==> src/rtl/vga_sync_decoder.sv <==
// VGA sync decoder: recovers column/row from active-low hsync/vsync, locks to the
// expected frame timing, and emits active-video enable, coordinates and blanked RGB.
module vga_sync_decoder #(
    parameter int VIDEO_WIDTH      = 3,
    parameter int CNT_WIDTH        = 10,
    parameter int TOTAL_COLS       = 800,
    parameter int TOTAL_ROWS       = 525,
    parameter int ACTIVE_COLS      = 640,
    parameter int ACTIVE_ROWS      = 480,
    parameter int FRONT_PORCH_HORZ = 18,
    parameter int BACK_PORCH_HORZ  = 50,
    parameter int FRONT_PORCH_VERT = 10,
    parameter int BACK_PORCH_VERT  = 33,
    parameter int LOCK_FRAMES      = 2
) (
    input  logic                   clk,
    input  logic                   rst_n,
    input  logic                   i_hsync,
    input  logic                   i_vsync,
    input  logic [VIDEO_WIDTH-1:0] i_r_val,
    input  logic [VIDEO_WIDTH-1:0] i_g_val,
    input  logic [VIDEO_WIDTH-1:0] i_b_val,
    output logic [VIDEO_WIDTH-1:0] o_r_val,
    output logic [VIDEO_WIDTH-1:0] o_g_val,
    output logic [VIDEO_WIDTH-1:0] o_b_val,
    output logic [CNT_WIDTH-1:0]   o_col,
    output logic [CNT_WIDTH-1:0]   o_row,
    output logic                   o_active,
    output logic                   o_frame_start,
    output logic                   o_locked
);
    localparam logic [CNT_WIDTH-1:0] H_SYNC_COL = CNT_WIDTH'(ACTIVE_COLS + FRONT_PORCH_HORZ);
    localparam logic [CNT_WIDTH-1:0] V_SYNC_ROW = CNT_WIDTH'(ACTIVE_ROWS + FRONT_PORCH_VERT);
    localparam logic [CNT_WIDTH-1:0] COL_MAX    = CNT_WIDTH'(TOTAL_COLS - 1);
    localparam logic [CNT_WIDTH-1:0] ROW_MAX    = CNT_WIDTH'(TOTAL_ROWS - 1);
    localparam logic [CNT_WIDTH-1:0] ACOLS      = CNT_WIDTH'(ACTIVE_COLS);
    localparam logic [CNT_WIDTH-1:0] AROWS      = CNT_WIDTH'(ACTIVE_ROWS);
    localparam int TMO = 2 * TOTAL_COLS;
    localparam int TW  = $clog2(TMO);
    localparam int GW  = (LOCK_FRAMES > 1) ? $clog2(LOCK_FRAMES) : 1;

    typedef enum logic [1:0] {SEARCH, ACQUIRE, LOCKED} state_t;

    state_t                 state, state_n;
    logic                   hs_q, hs_p, vs_q, vs_p;
    logic [VIDEO_WIDTH-1:0] r_q, g_q, b_q, r_d, g_d, b_d;
    logic [CNT_WIDTH-1:0]   col, row, col_n, row_n, col_inc, row_inc;
    logic [GW-1:0]          good, good_n;
    logic [TW-1:0]          tcnt;
    logic                   err_since, err_q, h_seen;
    logic                   h_fall, v_fall, h_err, v_err, tmo, err, run, act;

    assign h_fall  = hs_p & ~hs_q;
    assign v_fall  = vs_p & ~vs_q;
    assign col_inc = (col == COL_MAX) ? '0 : col + CNT_WIDTH'(1);
    assign row_inc = (col != COL_MAX) ? row : ((row == ROW_MAX) ? '0 : row + CNT_WIDTH'(1));
    // Errors compare a sync edge against where the free-running counters would have gone.
    assign h_err   = h_fall && (col_inc != H_SYNC_COL);
    assign v_err   = v_fall && (row_inc != V_SYNC_ROW);
    assign tmo     = !h_fall && (tcnt == TW'(TMO - 1));
    assign err     = (state != SEARCH) && (h_err || v_err || tmo);
    assign run     = (state != SEARCH) || h_seen;
    assign act     = (state == LOCKED) && (col < ACOLS) && (row < AROWS);

    always_comb begin
        state_n = state;
        good_n  = good;
        col_n   = h_fall ? H_SYNC_COL : (run ? col_inc : '0);
        row_n   = v_fall ? V_SYNC_ROW : ((state == SEARCH) ? '0 : row_inc);
        case (state)
            SEARCH: begin
                if (v_fall) begin
                    state_n = ACQUIRE;
                    good_n  = '0;
                end
            end
            ACQUIRE: begin
                if (v_fall) begin
                    if (err || err_since) begin
                        good_n = '0;
                    end else if (good == GW'(LOCK_FRAMES - 1)) begin
                        state_n = LOCKED;
                        good_n  = '0;
                    end else begin
                        good_n = good + GW'(1);
                    end
                end
            end
            // Leave one cycle late so the offending sample still shows as locked.
            LOCKED:  if (err_q) state_n = SEARCH;
            default: state_n = SEARCH;
        endcase
    end

    always_ff @(posedge clk) begin
        if (!rst_n) begin
            hs_q <= 1'b1; hs_p <= 1'b1; vs_q <= 1'b1; vs_p <= 1'b1;
            r_q <= '0; g_q <= '0; b_q <= '0;
            r_d <= '0; g_d <= '0; b_d <= '0;
            state <= SEARCH;
            col <= '0; row <= '0; good <= '0; tcnt <= '0;
            err_since <= 1'b0; err_q <= 1'b0; h_seen <= 1'b0;
            o_r_val <= '0; o_g_val <= '0; o_b_val <= '0;
            o_col <= '0; o_row <= '0;
            o_active <= 1'b0; o_frame_start <= 1'b0; o_locked <= 1'b0;
        end else begin
            hs_q <= i_hsync; hs_p <= hs_q;
            vs_q <= i_vsync; vs_p <= vs_q;
            r_q <= i_r_val; g_q <= i_g_val; b_q <= i_b_val;
            r_d <= r_q; g_d <= g_q; b_d <= b_q;
            state <= state_n;
            col <= col_n;
            row <= row_n;
            good <= good_n;
            tcnt <= (h_fall || tmo) ? '0 : tcnt + TW'(1);
            err_q <= err;
            err_since <= (state != SEARCH) && !v_fall && (err_since || err);
            h_seen <= (state == SEARCH) && (h_seen || h_fall);
            o_r_val <= act ? r_d : '0;
            o_g_val <= act ? g_d : '0;
            o_b_val <= act ? b_d : '0;
            o_col <= col;
            o_row <= row;
            o_active <= act;
            o_frame_start <= (state == LOCKED) && (col == '0) && (row == '0);
            o_locked <= (state == LOCKED);
        end
    end
endmodule

==> config.mk <==
export PLATFORM = sky130hd
export DESIGN_NAME = vga_sync_decoder
export DESIGN_NICKNAME = d
export VERILOG_FILES = /design/src/rtl/vga_sync_decoder.sv
export SDC_FILE = /design/constraint.sdc
export NUM_CORES = 1
export LEC_CHECK = 0
export ABC_CLOCK_PERIOD_IN_PS = 2200
export BUFFER_PORTS_ARGS = -buffer_cell sky130_fd_sc_hd__buf_4
export CAP_MARGIN = 20
export CORE_MARGIN = 1.5
export CORE_UTILIZATION = 47
export DETAILED_ROUTE_END_ITERATION = 10
export GPL_TIMING_DRIVEN = 0
export PLACE_DENSITY = 0.69
export SLEW_MARGIN = 20
export SYNTH_ARGS = -nofsm -noshare
export SYNTH_HDL_FRONTEND = slang
export SYNTH_SLANG_ARGS = --single-unit
==> constraint.sdc <==
create_clock -name clk -period 2.2 [get_ports clk]
set_input_delay 0.33 -clock clk [delete_from_list [all_inputs] [get_ports clk]]
set_output_delay 0.33 -clock clk [all_outputs]
set_load 0.01 [all_outputs]
==> results of run 1 <==
-- per-stage QoR --
stage               hold WS (ps)  setup TNS (ps)  setup slack [ps]  power (uW)   util
global route                 161            -756              -194        3220  0.644
CTS                          154            -374              -129        3090  0.619
finish                       162            -500              -140        3090  0.644
global placement             408           -1620              -425        1910  0.556
floorplan                    406            -151             -54.3        1850      -
detailed placement           411           -1550              -398        1910  0.556
-- worst max-delay path, cell delays in order, from the launching register on --
cell and delay, ps:
dfxtp_4 370, ha_4 140, and4_4 260, nand3_4 80, or4_4 510, a31o_1 190
or4_4 460, a32o_1 230
-- cells by family after synthesis --
kind of cell / Yosys count
and+or+nand+nor: 187
AOI/OAI and AO/OA: 56
adders and majority gates: 5
buffers and inverters: 30
DFF: 91
xor gates and xnor gates: 18
muxes: 1
-- timing repair --
action | 4_1_cts | 5_1_grt
pin swaps | 3 | 10
endpoints found under the setup margin | 7 | 14
setup buffers | 20 | 13
gates resized for setup | 33 | 33
hold buffers | 0 | 0
cloned | 0 | 1
-- cell usage after synthesis, types with 8 or more instances --
cell and number:
nor2_1 37, and3_1 8, inv_1 9, dfxtp_1 91, nand3_1 16, and2_1 49
clkbuf_1 13, nand2b_1 8, o21ai_0 15, xnor2_1 11, a21oi_1 9, nand4_1 8
nand2_1 21
-- registers in the layout, indices dropped and copies added (netlist names), 10 cells and up --
signal	cells
col	10
o_col	10
o_row	10
row	10
tcnt	11
-- area by class of cell --
class	count	area (um2)	share of cell area
inverter	9	38.8	0.00817
clock inverter	6	71.3	0.0150
buffer	20	139	0.0292
timing repair buffer	75	563	0.119
sequential	91	1850	0.389
clock buffer	10	138	0.0290
multi-input combinational	268	1830	0.385
tap	99	124	0.0261
-- where the power goes --
part,internal (uW),switching [uW]
combinational,99.4,101
sequential,1690,23.3
clock,568,615
total,2350,739
-- worst paths after layout --
check / startpoint / end / slack [ps] / cells after the start
worst min-delay path: i_vsync / vs_q$_SDFF_PN1_ / 160 / 2
worst max register to register: col[1]$_SDFF_PN0_ / err_q$_SDFF_PN0_ / -140 / 7
worst min register to register: r_d[0]$_SDFF_PN0_ / o_r_val[0]$_SDFF_PN0_ / 430 / 1
worst max-delay path: col[1]$_SDFF_PN0_ / err_q$_SDFF_PN0_ / -140 / 7
-- routing by layer --
layer  share of wire  global-route usage  routed length [um]
met1            0.44               0.256                3610
met3           0.053              0.0396                 431
met2            0.48               0.315                3930
met5               0                   0                   0
met4           0.024              0.0951                 195
==> reports/qor.yml, run 1 <==
outcome:
  outcome: "finished, violations left"
  violations: "negative setup slack"
timing:
  fin_crit_ps: 2340
  hold_viol_final: 0
  rsz0062_at_grt: "yes"
  fin_crit_sh: 1.06
  maxSlewViolCount: 0
  clock-skew-final_ps: 15.0
  max-slew-margin-rel: 0.620
  max_freq_mhz: 427
  setup_viol: 4
  tightestPinTransition_ps: 564
  setup_slack_ps: -140
placed_design:
  dp_hpwl_mm: 5.16
  dp.cells: 530
  globalplace.congestion: 0.914
  place_area_um2: 4100
  io_buffers: 43
logic_synthesis:
  synth.area.mux_share: 0.00276
  synthSimpleGateAreaFrac: 0.293
  synth-warning-count: 0
  synth_compound_area_frac: 0.107
  synth_edf_count: 0
  synth_top_area_cell: "dfxtp_1"
  synth_flop_cell: "dfxtp_1"
  ys_ff_latch: 91
  synth_cell_types: 55
  synth_top_area_frac: 0.502
  async_flop_share: 0
  yosysSeqAreaShare: 0.502
  synth_adder_area_share: 0.0172
  synthTopCellsByArea: "dfxtp_1, and2_1, nor2_1"
  avgSynthCellArea_um2: 9.36
  syn-num-nets: 406
  synth_top_family_by_area: "simple AND/OR/NAND/NOR gates"
  synthCells: 388
  synthXorXnorAreaFrac: 0.0434
  syn_area_um2: 3630
cts:
  clk_latency_ps: 360
  clk_pin_slew_worst_paths_ps: 100
  cts_num_sinks: 91
  htree_num_levels: 3
  clock-root-buffer: "clkbuf_8"
  cts_buffer_depth: 2
  numCtsBuffers: 9
  tritoncts: "done"
cells_and_area:
  areaGrowthSynthToFinish_pct: 30.7
  final_common_cell: "dfxtp_1"
  fin_area_um2: 4750
  drive_above_1_share: 0.319
  nNetsFinal: 492
  stdcell_count: 578
  final_cell_mix: "dfxtp_1, buf_4, and2_1, nor2_1, nand2_1"
  antenna_cells: 0
  fillers: 635
min_path:
  hold_path_class: "primary input to flip-flop"
global_route:
  antenna_found_initial: 0
  grt_overflow: 0
  grt_pass1_wl_mm: 13.1
  grt_max_degree: 17
  grt_usage: 0.198
  first_global_vias: 2841
route:
  wl_per_cell_um: 14.1
  first_pass_iters: 4
  routed_wl_mm: 8.17
  ant_nets: 0
  drc: 0
  vias: 3061
  viasPerCell: 5.30
  first_iter_violations: 163
die:
  coreArea_um2: 7370
  io_pins: 45
  die_h_um: 90.9
  die_x_um: 90.9
  start_util: 0.493
  dieArea_um2: 8260
  num_rows: 31
critical_path:
  arrival_ps: 2590
  critPathKind: "flip-flop to flip-flop"
  end_kind: "flip-flop"
  crit_path_max_fanout: 4
  crit_required_ps: 2450
  critPathLaunchType: "flip-flop"
power_and_ir_drop:
  p_leak_uw: 0.00191
  p_per_area_nw_per_um2: 652
  ir_worst_vdd_v: 0.000462
flow_run:
  max-cap-violations: 0
Power figures use the tool's default switching activity.
==> inputs of run 2 (changes only) <==
--- a/config.mk
+++ b/config.mk
@@ -8,6 +8,7 @@
 export ABC_CLOCK_PERIOD_IN_PS = 2200
 export BUFFER_PORTS_ARGS = -buffer_cell sky130_fd_sc_hd__buf_4
 export CAP_MARGIN = 20
+export CORE_ASPECT_RATIO = 0.5
 export CORE_MARGIN = 1.5
 export CORE_UTILIZATION = 47
 export DETAILED_ROUTE_END_ITERATION = 10
==> run 2 against run 1 <==
  * The flow still finishes with violations (negative setup slack)
  * Sequential share of layout area increased by 0.22 points
  * Clock power increased by 30%
  * Critical path depth unchanged
  * Register-to-register slack got worse by 60 ps
  * Global-route usage increased by 1.2 points
  * Core utilization decreased by 0.71 points
  * Die area increased by 0.39%
  * Via count about the same
  * Flip-flop and latch count unchanged
  * Combinational power decreased by 5%
  * Cell area decreased by 0.63%
  * Critical endpoint unchanged
  * Highest routed layer unchanged
==> reports/qor.yml, run 2 (synthesis gave the netlist of run 1 again) <==
outcome:
  violations: "negative setup slack"
  outcome: "finished, violations left"
timing:
  max_freq_mhz: 416  # -2.6%
  setup_viol: 5  # +1
  fin_crit_ps: 2400  # +63.6 ps
  rsz0062_at_grt: "yes"
  fin_crit_sh: 1.09  # +0.0289
  tightestPinTransition_ps: 684  # +121 ps
  max-slew-margin-rel: 0.544  # -0.0765
  clock-skew-final_ps: 9.44  # -5.54 ps
  setup_slack_ps: -204  # -63.6 ps
  whs_ps: 170  # +8.10 ps
  hold_viol_final: 0  # unchanged
  maxSlewViolCount: 0  # unchanged
power_and_ir_drop:
  p_per_area_nw_per_um2: 728  # +12%
  finalPower_uw: 3430  # +11%
  ir_worst_vdd_v: 0.000463  # +0.31%
  p_leak_uw: 0.00191  # +0.10%
route:
  first_iter_violations: 200  # +23%
  wl_per_cell_um: 14.6  # +3.3%
  vias: 3060  # -0.033%
  first_pass_iters: 5  # +1
  drc: 0  # unchanged
  viasPerCell: 5.40  # +1.9%
  routed_wl_mm: 8.28  # +1.3%
  ant_nets: 0  # unchanged
cts:
  clock-root-buffer: "clkbuf_16"
  clk_pin_slew_worst_paths_ps: 60  # -40 ps
  postCtsHoldBufs: 0  # unchanged
  numCtsBuffers: 9  # unchanged
  htree_num_levels: 3  # unchanged
  clk_latency_ps: 340  # -20 ps
  cts_buffer_depth: 2  # unchanged
  tritoncts: "done"
  cts_num_sinks: 91  # unchanged
cells_and_area:
  antenna_cells: 0  # unchanged
  largest_reg_flops: 11  # unchanged
  nNetsFinal: 484  # -1.6%
  areaGrowthSynthToFinish_pct: 29.9
  fin_area_um2: 4720  # -0.63%
  final_common_cell: "dfxtp_1"
  drive_above_1_share: 0.289  # -0.0307
  final_cell_mix: "dfxtp_1, buf_4, and2_1, nor2_1, nand2_1"
  final_util: 0.637  # -0.00710
  top_register: "tcnt"
die:
  die_x_um: 127  # +40%
  start_util: 0.491  # -0.00233
  dieArea_um2: 8300  # +0.39%
  die_h_um: 65.2  # -28%
  num_rows: 22  # -29%
  coreArea_um2: 7400  # +0.48%
  io_pins: 45  # unchanged
critical_path:
  path_depth: 7  # unchanged
  r2r_end: "err_q$_SDFF_PN0_"
  arrival_ps: 2640  # +50 ps
  cp-endpoint: "err_q$_SDFF_PN0_"
  crit_top_cell: "or4_4"
  path_cells: "ha_4 > and4_4 > nand3_4 > or4_4 > a31o_1 > or4_4 > a32o_1"
  critPathLaunchType: "flip-flop"
  cp_num_buf_inv: 0  # unchanged
  critPathMaxStageDelay_ps: 530  # +20 ps
  path_delay_family: "simple AND/OR/NAND/NOR gates"
  r2r_slack_ps: -200  # -60 ps
  crit_path_max_fanout: 4  # unchanged
  critPathLaunch: "col[1]$_SDFF_PN0_"
  slowest_stage: "or4_4"
  r2r.worst_path.cells: 7  # unchanged
  r2r_start: "col[1]$_SDFF_PN0_"
  critPathKind: "flip-flop to flip-flop"
  end_kind: "flip-flop"
  crit_required_ps: 2430  # -20 ps
global_route:
  grt_overflow: 0  # unchanged
  first_global_vias: 2793  # -1.7%
  grt_max_degree: 17  # unchanged
  grt_usage: 0.210  # +0.0123
  grt_pass1_wl_mm: 13.2  # +0.58%
  antenna_found_initial: 0  # unchanged
min_path:
  hold_path_class: "primary input to flip-flop"
placed_design:
  place_area_um2: 4090  # about the same
  io_buffers: 43  # unchanged
  dp_hpwl_mm: 5.51  # +6.7%
  globalplace.congestion: 0.897  # -1.9%
flow_run:
  max-cap-violations: 0  # unchanged
## run 2: cell count changes in the layout (fill, tap and decap cells not counted), moves of 3 or more
| cell | delta |
|---|---|
| and2_1 | +4 |
| clkbuf_16 | +9 |
| clkbuf_8 | -10 |
| clkbuf_4 | +3 |
| and2_4 | -4 |
| buf_4 | -9 |
## run 2: per-layer routing
metal	up-vias	global-route usage	share of wire
met4	0	0.0710	0.016
met1	1454	0.258	0.46
met3	16	0.0741	0.062
li1	1494	-	-
met5	-	0	0
met2	96	0.348	0.46
## run 2: per-stage QoR
step,setup TNS (ps),instances,setup WS [ps]
2_1_floorplan,-151,388,-54.3
3_3_place_gp,-1850,527,-462
3_5_place_dp,-1930,527,-522
4_1_cts,-661,556,-203
5_1_grt,-982,567,-257
6_report,-684,567,-204
## run 2: what timing repair did
action,CTS,global route
cloned,0,0
pin swaps,9,8
buffers inserted,15,11
setup endpoints to repair,6,5
resized for setup,25,24
## run 2: how the worst min path moves through the flow
stage,start,end,slack (ps),cells after the start
after floorplan,b_d[0]$_SDFF_PN0_,o_b_val[0]$_SDFF_PN0_,410,1
after global placement,g_d[1]$_SDFF_PN0_,o_g_val[1]$_SDFF_PN0_,410,1
after detailed placement,g_d[1]$_SDFF_PN0_,o_g_val[1]$_SDFF_PN0_,410,1
after CTS,i_vsync,vs_q$_SDFF_PN1_,160,2
after global routing,i_vsync,vs_q$_SDFF_PN1_,160,2
final,i_hsync,hs_q$_SDFF_PN1_,170,2
## run 2: area by class of cell
class,count,area (um2)
Buffer,19,120
Multi-Input combinational cell,267,1760
Sequential cell,91,1850
Tap cell,96,120
Inverter,9,33.8
Fill cell,639,2690
Clock buffer,9,225
Timing Repair Buffer,69,534
Clock inverter,7,75.1
## run 2: power by group
group / switching, uW / internal, uW / total (uW)
sequential: 24.5 / 1690 / 1710
clock: 644 / 887 / 1530
combinational: 98.1 / 91.4 / 190
total: 767 / 2670 / 3430
## run 2: worst reg2reg max path: cells and delay by family (launching register included)
family                     cells  cell delay [ps]
adders and majority gates      1              140
AOI/OAI and AO/OA              2              420
and+or+nand+nor                4             1370
DFF                            1              370
